## src/rtl/mc_pkg.sv

```systemverilog
// Shared types and encodings for the multicycle control unit: FSM states,
// opcode values, ALU select/op encodings and the bundled control word.
package mc_pkg;

  typedef enum logic [2:0] {
    S_FETCH  = 3'd0,
    S_DECODE = 3'd1,
    S_EXEC   = 3'd2,
    S_MEM    = 3'd3,
    S_WB     = 3'd4,
    S_HALT   = 3'd5
  } state_t;

  localparam logic [6:0] OP_RT  = 7'b0110011;
  localparam logic [6:0] OP_IT  = 7'b0010011;
  localparam logic [6:0] OP_LW  = 7'b0000011;
  localparam logic [6:0] OP_SW  = 7'b0100011;
  localparam logic [6:0] OP_BEQ = 7'b1100011;

  localparam logic [1:0] SRCB_REG  = 2'b00;
  localparam logic [1:0] SRCB_FOUR = 2'b01;
  localparam logic [1:0] SRCB_IMM  = 2'b10;

  localparam logic [1:0] ALUOP_ADD  = 2'b00;
  localparam logic [1:0] ALUOP_BR   = 2'b01;
  localparam logic [1:0] ALUOP_FUNC = 2'b10;

  typedef struct packed {
    logic       mem_req;
    logic       mem_we;
    logic       iord;
    logic       ir_write;
    logic       pc_write;
    logic       pc_src;
    logic       reg_write;
    logic       memtoreg;
    logic       alusrc_a;
    logic [1:0] alusrc_b;
    logic [1:0] aluop;
    logic       instr_done;
  } ctrl_t;

  function automatic logic is_known_op(input logic [6:0] op);
    return (op == OP_RT) || (op == OP_IT) || (op == OP_LW) ||
           (op == OP_SW) || (op == OP_BEQ);
  endfunction

endpackage

```

## src/rtl/mc_out_decode.sv

```systemverilog
// Combinational control decode: registered state plus latched opcode give the
// datapath controls; zero and mem_ready qualify branch and memory completion.
module mc_out_decode
  import mc_pkg::*;
(
  input  state_t     state,
  input  logic [6:0] opcode,
  input  logic       zero,
  input  logic       mem_ready,
  output ctrl_t      ctrl
);

  always_comb begin
    // NOTE: every field gets a default first so no path leaves a latch behind.
    ctrl = '0;
    unique case (state)
      S_FETCH: begin
        ctrl.mem_req = 1'b1;
        if (mem_ready) begin
          ctrl.ir_write = 1'b1;
          ctrl.pc_write = 1'b1;
          ctrl.alusrc_b = SRCB_FOUR;
        end
      end
      S_EXEC: begin
        case (opcode)
          OP_RT: begin
            ctrl.alusrc_a = 1'b1;
            ctrl.alusrc_b = SRCB_REG;
            ctrl.aluop    = ALUOP_FUNC;
          end
          OP_IT: begin
            ctrl.alusrc_a = 1'b1;
            ctrl.alusrc_b = SRCB_IMM;
            ctrl.aluop    = ALUOP_FUNC;
          end
          OP_LW, OP_SW: begin
            ctrl.alusrc_a = 1'b1;
            ctrl.alusrc_b = SRCB_IMM;
            ctrl.aluop    = ALUOP_ADD;
          end
          OP_BEQ: begin
            ctrl.alusrc_a   = 1'b1;
            ctrl.alusrc_b   = SRCB_REG;
            ctrl.aluop      = ALUOP_BR;
            ctrl.pc_write   = zero;
            ctrl.pc_src     = zero;
            ctrl.instr_done = 1'b1;
          end
          // Unknown opcodes retire as a NOP with no write enables.
          default: ctrl.instr_done = 1'b1;
        endcase
      end
      S_MEM: begin
        ctrl.mem_req    = 1'b1;
        ctrl.iord       = 1'b1;
        ctrl.mem_we     = (opcode == OP_SW);
        ctrl.instr_done = mem_ready && (opcode == OP_SW);
      end
      S_WB: begin
        ctrl.reg_write  = 1'b1;
        ctrl.memtoreg   = (opcode == OP_LW);
        ctrl.instr_done = 1'b1;
      end
      default: ctrl = '0;
    endcase
  end

endmodule

```

## src/rtl/multicycle_ctrl.sv

```systemverilog
// Multicycle FETCH/DECODE/EXEC/MEM/WB controller with memory-wait timeout.
// Define MULTICYCLE_CTRL_ILLEGAL_TRAP_EN to trap unknown opcodes into HALT.
module multicycle_ctrl
  import mc_pkg::*;
#(
  parameter int WAIT_MAX = 15
) (
  input  logic        clk,
  input  logic        rst_n,
  input  logic [6:0]  opcode,
  input  logic        zero,
  input  logic        mem_ready,
  output logic        mem_req,
  output logic        mem_we,
  output logic        iord,
  output logic        ir_write,
  output logic        pc_write,
  output logic        pc_src,
  output logic        reg_write,
  output logic        memtoreg,
  output logic        alusrc_a,
  output logic [1:0]  alusrc_b,
  output logic [1:0]  aluop,
  output logic        instr_done,
  output logic        timeout,
  output logic [31:0] instret
`ifdef MULTICYCLE_CTRL_ILLEGAL_TRAP_EN
  ,
  output logic        illegal
`endif
);

  localparam int WAIT_W = $clog2(WAIT_MAX + 1);

  state_t            state_q, state_d;
  logic [WAIT_W-1:0] wait_q, wait_d;
  logic [6:0]        op_q;
  logic              active;
  logic              timeout_set;
  ctrl_t             dec, ctrl;

  mc_out_decode u_decode (
    .state     (state_q),
    .opcode    (op_q),
    .zero      (zero),
    .mem_ready (mem_ready),
    .ctrl      (dec)
  );

  // The cycle right after a reset edge is idle so any abandoned access drops.
  always_comb ctrl = active ? dec : '0;

  always_comb begin
    state_d     = state_q;
    timeout_set = 1'b0;
    unique case (state_q)
      S_FETCH, S_MEM: begin
        if (mem_ready) begin
          if (state_q == S_FETCH)   state_d = S_DECODE;
          else if (op_q == OP_LW)   state_d = S_WB;
          else                      state_d = S_FETCH;
        end else if (wait_q == WAIT_W'(WAIT_MAX - 1)) begin
          state_d     = S_HALT;
          timeout_set = 1'b1;
        end
      end
      S_DECODE: begin
`ifdef MULTICYCLE_CTRL_ILLEGAL_TRAP_EN
        if (!is_known_op(opcode)) state_d = S_HALT;
        else                      state_d = S_EXEC;
`else
        state_d = S_EXEC;
`endif
      end
      S_EXEC: begin
        case (op_q)
          OP_RT, OP_IT: state_d = S_WB;
          OP_LW, OP_SW: state_d = S_MEM;
          default:      state_d = S_FETCH;
        endcase
      end
      S_WB:    state_d = S_FETCH;
      default: state_d = S_HALT;
    endcase

    if (state_d != state_q)  wait_d = '0;
    else if (!mem_ready)     wait_d = wait_q + WAIT_W'(1);
    else                     wait_d = wait_q;
  end

  always_ff @(posedge clk) begin
    // NOTE: state registers use non-blocking assignments so every flop
    // samples pre-edge values regardless of statement order.
    if (!rst_n) begin
      state_q <= S_FETCH;
      wait_q  <= '0;
      op_q    <= '0;
      active  <= 1'b0;
      timeout <= 1'b0;
      instret <= '0;
    end else begin
      active <= 1'b1;
      if (active) begin
        state_q <= state_d;
        wait_q  <= wait_d;
        if (state_q == S_DECODE) op_q <= opcode;
        if (ctrl.instr_done)     instret <= instret + 32'd1;
        if (timeout_set)         timeout <= 1'b1;
      end
    end
  end

`ifdef MULTICYCLE_CTRL_ILLEGAL_TRAP_EN
  always_ff @(posedge clk) begin
    if (!rst_n)
      illegal <= 1'b0;
    else if (active && state_q == S_DECODE && !is_known_op(opcode))
      illegal <= 1'b1;
  end
`endif

  assign mem_req    = ctrl.mem_req;
  assign mem_we     = ctrl.mem_we;
  assign iord       = ctrl.iord;
  assign ir_write   = ctrl.ir_write;
  assign pc_write   = ctrl.pc_write;
  assign pc_src     = ctrl.pc_src;
  assign reg_write  = ctrl.reg_write;
  assign memtoreg   = ctrl.memtoreg;
  assign alusrc_a   = ctrl.alusrc_a;
  assign alusrc_b   = ctrl.alusrc_b;
  assign aluop      = ctrl.aluop;
  assign instr_done = ctrl.instr_done;

endmodule

```

## config.mk

```make
export PLATFORM = sky130hd
export DESIGN_NAME = multicycle_ctrl
export DESIGN_NICKNAME = d
export VERILOG_FILES = /design/src/rtl/mc_pkg.sv /design/src/rtl/mc_out_decode.sv /design/src/rtl/multicycle_ctrl.sv
export SDC_FILE = /design/constraint.sdc
export NUM_CORES = 1
export LEC_CHECK = 0
export ABC_CLOCK_PERIOD_IN_PS = 5360
export CORE_AREA = 2 2 93 59
export CTS_CLUSTER_SIZE = 30
export DETAILED_ROUTE_END_ITERATION = 10
export DIE_AREA = 0 0 95 61
export PLACE_DENSITY = 0.84
export SLEW_MARGIN = 20
export SYNTH_ARGS = -nofsm -noshare
export SYNTH_HDL_FRONTEND = slang
export SYNTH_HIERARCHICAL = 1
export SYNTH_SLANG_ARGS = --single-unit
export TNS_END_PERCENT = 1
```

## constraint.sdc

```tcl
create_clock -name clk -period 5.36 [get_ports clk]
set_input_delay 1.608 -clock clk [delete_from_list [all_inputs] [get_ports clk]]
set_output_delay 1.608 -clock clk [all_outputs]
set_load 0.02 [all_outputs]
```

[After elaboration in Yosys (flattened, before gate mapping)]
Index checks and enable logic that the tools add are counted.
Cells by class
  add/sub/neg operators: 2
  equality and inequality tests: 12
  mux-type cells: 28
  reductions and logical operators: 10
Operators by type and width (count)
  32-bit by 1-bit adder with 32-bit output (second input constant): 1
  5-bit one-hot mux with 4 select lines: 1
  7-bit by 6-bit equality test with 1-bit output (second input constant): 2
  14-bit two-way mux: 1
  3-bit two-way mux: 4
  3-bit one-hot mux with 4 select lines: 1
  1-bit two-way mux: 10
  2-bit two-way mux: 5
  4-bit two-way mux: 2
  2-bit AND reduction: 4
  7-bit by 2-bit equality test with 1-bit output (second input constant): 1
  7-bit by 5-bit equality test with 1-bit output (second input constant): 1
  7-bit equality test (second input constant): 1
  3-bit by 2-bit equality test with 1-bit output (second input constant): 2
  3-bit one-hot mux with 2 select lines: 1
  2-bit OR reduction: 3
  4-bit by 1-bit adder with 4-bit output (second input constant): 1
  4-bit equality test (second input constant): 1
  2-bit one-hot mux with 2 select lines: 1
  4-bit OR reduction: 1
  3-bit by 1-bit equality test with 1-bit output (second input constant): 1
  3-bit equality test (second input constant): 1
  3-bit zero test: 1
  3-bit inequality test: 1
  other kinds (4): 4
Storage, ports and cells
  bits in registers: 48
  output and inout port bits: 47
  word-level logic and storage cells: 58

[Depth between registers and ports, before layout]
Gate-level depths: netlist (run 1).
  word-level depth: 8
  gate-level depth with buffers: 9

[Modules after synthesis]
Netlist (run 1), hierarchy kept.
Modules (own cells, without submodules)
  multicycle_ctrl: times used 1, cells each 286, area each 2423.6 um2, seq. area each 960.9 um2
  mc_out_decode: times used 1, cells each 27, area each 200.2 um2, seq. area each 0.0 um2

[Worst setup path after synthesis (run 1)]
No wires, ideal clock.
  path kind: in2out
  start: in mem_ready
  end: out instr_done
  data arrival time: 2.325 ns
  required time: 3.752 ns
  setup slack: 1.427 ns
  stages on the path: 4
  path buffers: 1
  path through: inv_1 -> o211ai_1 -> and2_1 -> clkbuf_1
RTL lines
  from (decl): line multicycle_ctrl.sv:12  | input logic mem_ready,
  to (decl): line multicycle_ctrl.sv:24  | output logic instr_done,

==> results of run 1 <==
## registers in the layout, summed over array words and instances, names as in the netlist
signal   cells
wait_q       4
state_q      3
timeout      1
instret     32
active       1
op_q         7
## critical path: stages
cell and delay (ps):
clkdlybuf4s50_1 470, inv_1 80, nor4_1 400, a41o_1 140, and2_1 120, clkdlybuf4s50_1 600
## path summary, 6_finish.rpt
path,to,from,cells past startpoint
setup / recovery,pc_write,mem_ready,6
hold / removal,instret[31],instret[31],2
setup reg to reg,instret[28],state_q[1],8
hold reg to reg,instret[31],instret[31],2
## Yosys cell counts (2+ instances only)
cell type,count,share of area [%]
dfxtp_1,48,37
nor2_1,27,3.9
nand2_1,21,3.0
a21oi_1,20,3.8
and2_1,15,3.6
clkbuf_1,15,2.1
inv_1,14,2.0
o31ai_1,13,3.7
or4_1,13,3.7
mux2i_1,12,4.6
nor4_1,11,2.6
nand3_1,10,1.9
nand2b_1,9,2.1
nand4_1,9,2.1
xnor2_1,9,3.0
xor2_1,6,2.0
and3_1,5,1.2
nor3_1,5,0.95
and4_1,4,1.3
o21ai_0,4,0.76
ha_1,3,1.4
nand4b_1,3,1.0
or2_2,3,0.72
a211o_1,2,0.67
a31oi_1,2,0.48
and3b_1,2,0.67
## per-stage QoR
step / cells / setup WS [ps] / hold slack (ps)
floorplan: 313 / 1430 / 465
global placement: 423 / 434 / 455
detailed placement: 423 / 351 / 457
CTS: 431 / 347 / 477
global route: 431 / 235 / 499
finish: 431 / 334 / 478
## cells by family after synthesis
logic type,Yosys count,share of synthesized area (%)
multiplexers,12,4.58
XOR/XNOR,15,5.01
buffers and inverters,30,4.34
AND/OR/NAND/NOR,150,34.1
adder cells (fa/ha/maj),3,1.43
flip-flops,48,36.6
AO/OA/AOI/OAI,55,13.9
## power breakdown
part	leakage (nW)	total, mW	switching, mW	internal, mW
registers	0.387	0.368	0.00837	0.359
logic	0.650	0.0455	0.0228	0.0227
clock network	0.0455	0.218	0.113	0.105
total	1.08	0.631	0.144	0.487
## metal layers
layer	GRT usage, %	routed length, µm	part of all wire (%)
met5	0	0	0
met2	36.1	2870	44
met1	35.7	3170	48
met4	4.14	39	0.60
met3	5.59	467	7.1
## final cells by class
type,count,area [µm²]
sequential,48,961
tap,66,82.6
multi-input combinational,235,1550
fill,421,1600
timing repair buffer,60,593
clock buffer,8,90.1
inverter,14,52.6
==> reports/metrics.csv, run 1 <==
stage;metric;value;unit
job;maxCapViolations;0;
synthesis;async_reset_ff_share;0;%
place;place_area;3240;µm²
detailed_routing;ant_nets;0;
synthesis;yosysWarnings;6;
critical_path;rrSetupSlack;2210;ps
detailed_routing;drtIter0Drc;237;
die;die_h;61;µm
detailed_routing;drc;0;
synthesis;syn_nets;327;
die;die-area;5800;µm²
place;gp_congestion;0.822;
final_layout;final_layout_size_suffix_gt1_share;5.48;%
min_path;hp-class;reg2reg;
timing;fin_setup_tns;0;ps
timing;fin_skew;5.25;ps
critical_path;startpoint_type;input port;
detailed_routing;routedWlPerCell;15.2;µm
detailed_routing;wl;6540;µm
pwr;p_total;0.631;mW
clock_tree;cts_buffer_depth;2;
global_route;grt_max_degree;31;
critical_path;crit_arrival;3420;ps
synthesis;syn_avg_cell_area;8.38;µm²
timing;finalHoldViolCount;0;
synthesis;synth_area;2620;µm²
clock_tree;clkSinkCount;48;
clock_tree;cts_root_buf;clkbuf_8;
detailed_routing;first_pass_iters;4;
die;fp.dieW;95;µm
place;io_buffers;57;
synthesis;synth-main-ff-cell;dfxtp_1;
final_layout;post-route-util;67.5;%
synthesis;ys_ff_latch;48;
clock_tree;clkLatencyLatePin;290;ps
synthesis;synthCells;313;
timing;setup_violations;0;
die;start_util;53.2;%
synthesis;synth-edff-count;0;
clock_tree;path_clk_slew;80;ps
critical_path;worstPathRequired;3750;ps
detailed_routing;vias;2551;
clock_tree;cts_tree;built;
pwr;power_density;190;nW/µm²
clock_tree;cts-buffers-inserted;5;
clock_tree;htreeDepth;2;
timing;fin_crit_sh;93.8;%
place;dpl.hpwl;4720;µm
final_layout;final_cell_mix;57 x clkdlybuf4s50_1, 48 x dfxtp_1, 27 x nor2_1;
critical_path;cp-end-kind;output port;
final_layout;final_cell_area;3330;µm²
synthesis;synth-seq-area-share;36.6;%
synthesis;ys_types;54;
die;ios;58;
timing;rsz0062_at_grt;false;
final_layout;layout_commonest_cell;clkdlybuf4s50_1;
final_layout;n_antenna_cell;0;
final_layout;syn_to_final_growth;26.8;%
timing;timing.slew.headroom;34.3;%
outcome;status;completed;
global_route;grt_pass1_wl;10800;µm
global_route;grt_pass1_vias;2233;
timing;tightest_slew;982;ps
global_route;grt_overflow;0;
clock_tree;cts-resized-gates;0;
die;core-area;4930;µm²
global_route;antenna_found_initial;0;
detailed_routing;vias_per_cell;5.92;
clock_tree;post-cts-setup-buffers;0;
pwr;irDropWorstVdd;167;µV
timing;fmaxAchievable;199;MHz
timing;finalMaxSlewViolations;0;
critical_path;worstSetupPathType;in2out;
die;rows;20;
critical_path;critical_path_peak_fanout;3;
final_layout;final_nets;378;
global_route;grt_usage;24.0;%
timing;period_needed;5030;ps
clock_tree;postCtsHoldBufs;0;
pwr;p_leak;1.08;nW
(Power assumes the default switching activity.)
==> run 2: changes to the inputs <==
--- a/config.mk
+++ b/config.mk
@@ -5,7 +5,7 @@
 export SDC_FILE = /design/constraint.sdc
 export NUM_CORES = 1
 export LEC_CHECK = 0
-export ABC_CLOCK_PERIOD_IN_PS = 5360
+export ABC_CLOCK_PERIOD_IN_PS = 6200
 export CORE_AREA = 2 2 93 59
 export CTS_CLUSTER_SIZE = 30
 export DETAILED_ROUTE_END_ITERATION = 10
==> constraint.sdc (replaced) <==
create_clock -name clk -period 6.2 [get_ports clk]
set_input_delay 1.86 -clock clk [delete_from_list [all_inputs] [get_ports clk]]
set_output_delay 1.86 -clock clk [all_outputs]
set_load 0.02 [all_outputs]
==> reports/metrics.csv, run 2 (same netlist as run 1, synthesis figures left out) <==
stage;metric;value;unit
critical_path;rrSetupSlack;3120;ps
final_layout;final_cell_mix;57 x clkdlybuf4s50_1, 48 x dfxtp_1, 27 x nor2_1;
detailed_routing;ant_nets;0;
global_route;antenna_found_initial;0;
clock_tree;cts_buffer_depth;2;
timing;finalMaxSlewViolations;0;
critical_path;crit_arrival;3860;ps
timing;period_needed;5720;ps
critical_path;path_buf_inv;3;
final_layout;post-route-util;67.2;%
min_path;hp-class;reg2reg;
place;dpl.hpwl;4700;µm
critical_path;r2r-start;state_q[1];
final_layout;regMostFlops;instret;
global_route;grt_pass1_wl;10500;µm
place;place_ws;518;ps
final_layout;final_layout_size_suffix_gt1_share;4.96;%
final_layout;layout_commonest_cell;clkdlybuf4s50_1;
timing;finalHoldViolCount;0;
final_layout;syn_to_final_growth;26.3;%
timing;rsz0062_at_grt;false;
timing;fmaxAchievable;175;MHz
clock_tree;cts_tree;built;
timing;tightest_slew;980;ps
detailed_routing;drtIter0Drc;229;
detailed_routing;wl;6600;µm
die;core-area;4930;µm²
clock_tree;path_clk_slew;90;ps
detailed_routing;first_pass_iters;5;
critical_path;worstPathRequired;4340;ps
timing;fin_setup_tns;0;ps
clock_tree;cts-buffers-inserted;5;
pwr;irDropWorstVdd;131;µV
pwr;p_leak;1.07;nW
die;rows;20;
clock_tree;htreeDepth;2;
die;die_h;61;µm
die;die-area;5800;µm²
detailed_routing;routedWlPerCell;15.4;µm
min_path;hold-path-cell-count;2;
detailed_routing;vias_per_cell;5.90;
die;fp.dieW;95;µm
critical_path;path_cells;clkdlybuf4s50_1 > inv_1 > o211ai_1 > and2_1 > clkdlybuf4s50_1;
clock_tree;postCtsHoldBufs;0;
detailed_routing;drc;0;
place;gp_congestion;0.836;
critical_path;cpMostUsedCell;clkdlybuf4s50_1;
timing;setup_violations;0;
clock_tree;cts-resized-gates;0;
critical_path;cpMaxStageDelayCell;clkdlybuf4s50_1;
die;start_util;53.2;%
timing;layout_setup_ws;479;ps
pwr;p_total;0.550;mW
clock_tree;cts_root_buf;clkbuf_8;
job;maxCapViolations;0;
critical_path;max_stage_delay;640;ps
final_layout;reg_top3;instret x32, op_q x7, wait_q x4;
critical_path;worstSetupPathType;in2out;
critical_path;startpoint_type;input port;
clock_tree;clkSinkCount;48;
critical_path;crit_family;buffers and inverters;
place;io_buffers;57;
final_layout;final_nets;376;
global_route;grt_usage;23.4;%
detailed_routing;vias;2531;
timing;timing.slew.headroom;34.5;%
clock_tree;clkLatencyLatePin;290;ps
clock_tree;post-cts-setup-buffers;0;
timing;fin_skew;4.41;ps
critical_path;critical_path_peak_fanout;9;
timing;fin_crit_sh;92.3;%
global_route;grt_overflow;0;
die;ios;58;
critical_path;cp-end-kind;output port;
min_path;hold_end;timeout;
critical_path;r2r-end;instret[28];
outcome;status;completed;
final_layout;n_antenna_cell;0;
global_route;grt_max_degree;31;
critical_path;rr_worst_depth;7;
global_route;grt_pass1_vias;2215;
min_path;hold_start;timeout;
pwr;power_density;166;nW/µm²
final_layout;largest_reg_flops;32;
-- run 2: per-stage QoR --
| stage | cell area (µm²) | cells | hold WS, ps |
|---|---|---|---|
| 2_1_floorplan | 2620 | 313 | 465 |
| 3_3_place_gp | 3220 | 421 | 451 |
| 3_5_place_dp | 3220 | 421 | 472 |
| 4_1_cts | 3310 | 429 | 493 |
| 5_1_grt | 3310 | 429 | 511 |
| 6_report | 3310 | 429 | 487 |
-- run 2: routing by layer --
metal	part of all wire [%]	GRT usage, %	wire (µm)
met2	43	35.8	2810
met5	0	0	0
met3	6.4	5.34	424
met1	50	34.3	3300
met4	0.88	4.97	58
-- run 2: worst register-to-register path: stages, from the launching register on --
cell and delay, ps:
dfxtp_1 680, or3b_4 490, o21bai_1 170, o211ai_1 180, nand3_1 210, or4_4 630, or4_1 480, a21oi_1 180
-- run 2: worst max path at each step --
stage | start | endpoint | slack, ps | cells past startpoint
detailed placement | mem_ready | instr_done | 520 | 5
global route | mem_ready | instr_done | 410 | 5
finish | mem_ready | instr_done | 480 | 5
global placement | mem_ready | instr_done | 550 | 5
floorplan | mem_ready | instr_done | 1760 | 4
CTS | mem_ready | instr_done | 500 | 5
-- run 2: area by class of cell --
cell class / instances / area (µm²)
fill: 414 / 1620
multi-input combinational: 235 / 1550
sequential: 48 / 961
timing repair buffer: 58 / 578
clock buffer: 8 / 90.1
tap: 66 / 82.6
inverter: 14 / 52.6
-- run 2: power breakdown --
| group | internal (mW) | switching [mW] |
|---|---|---|
| clock | 0.0912 | 0.102 |
| combinational | 0.0190 | 0.0194 |
| sequential | 0.311 | 0.00732 |
| total | 0.421 | 0.129 |
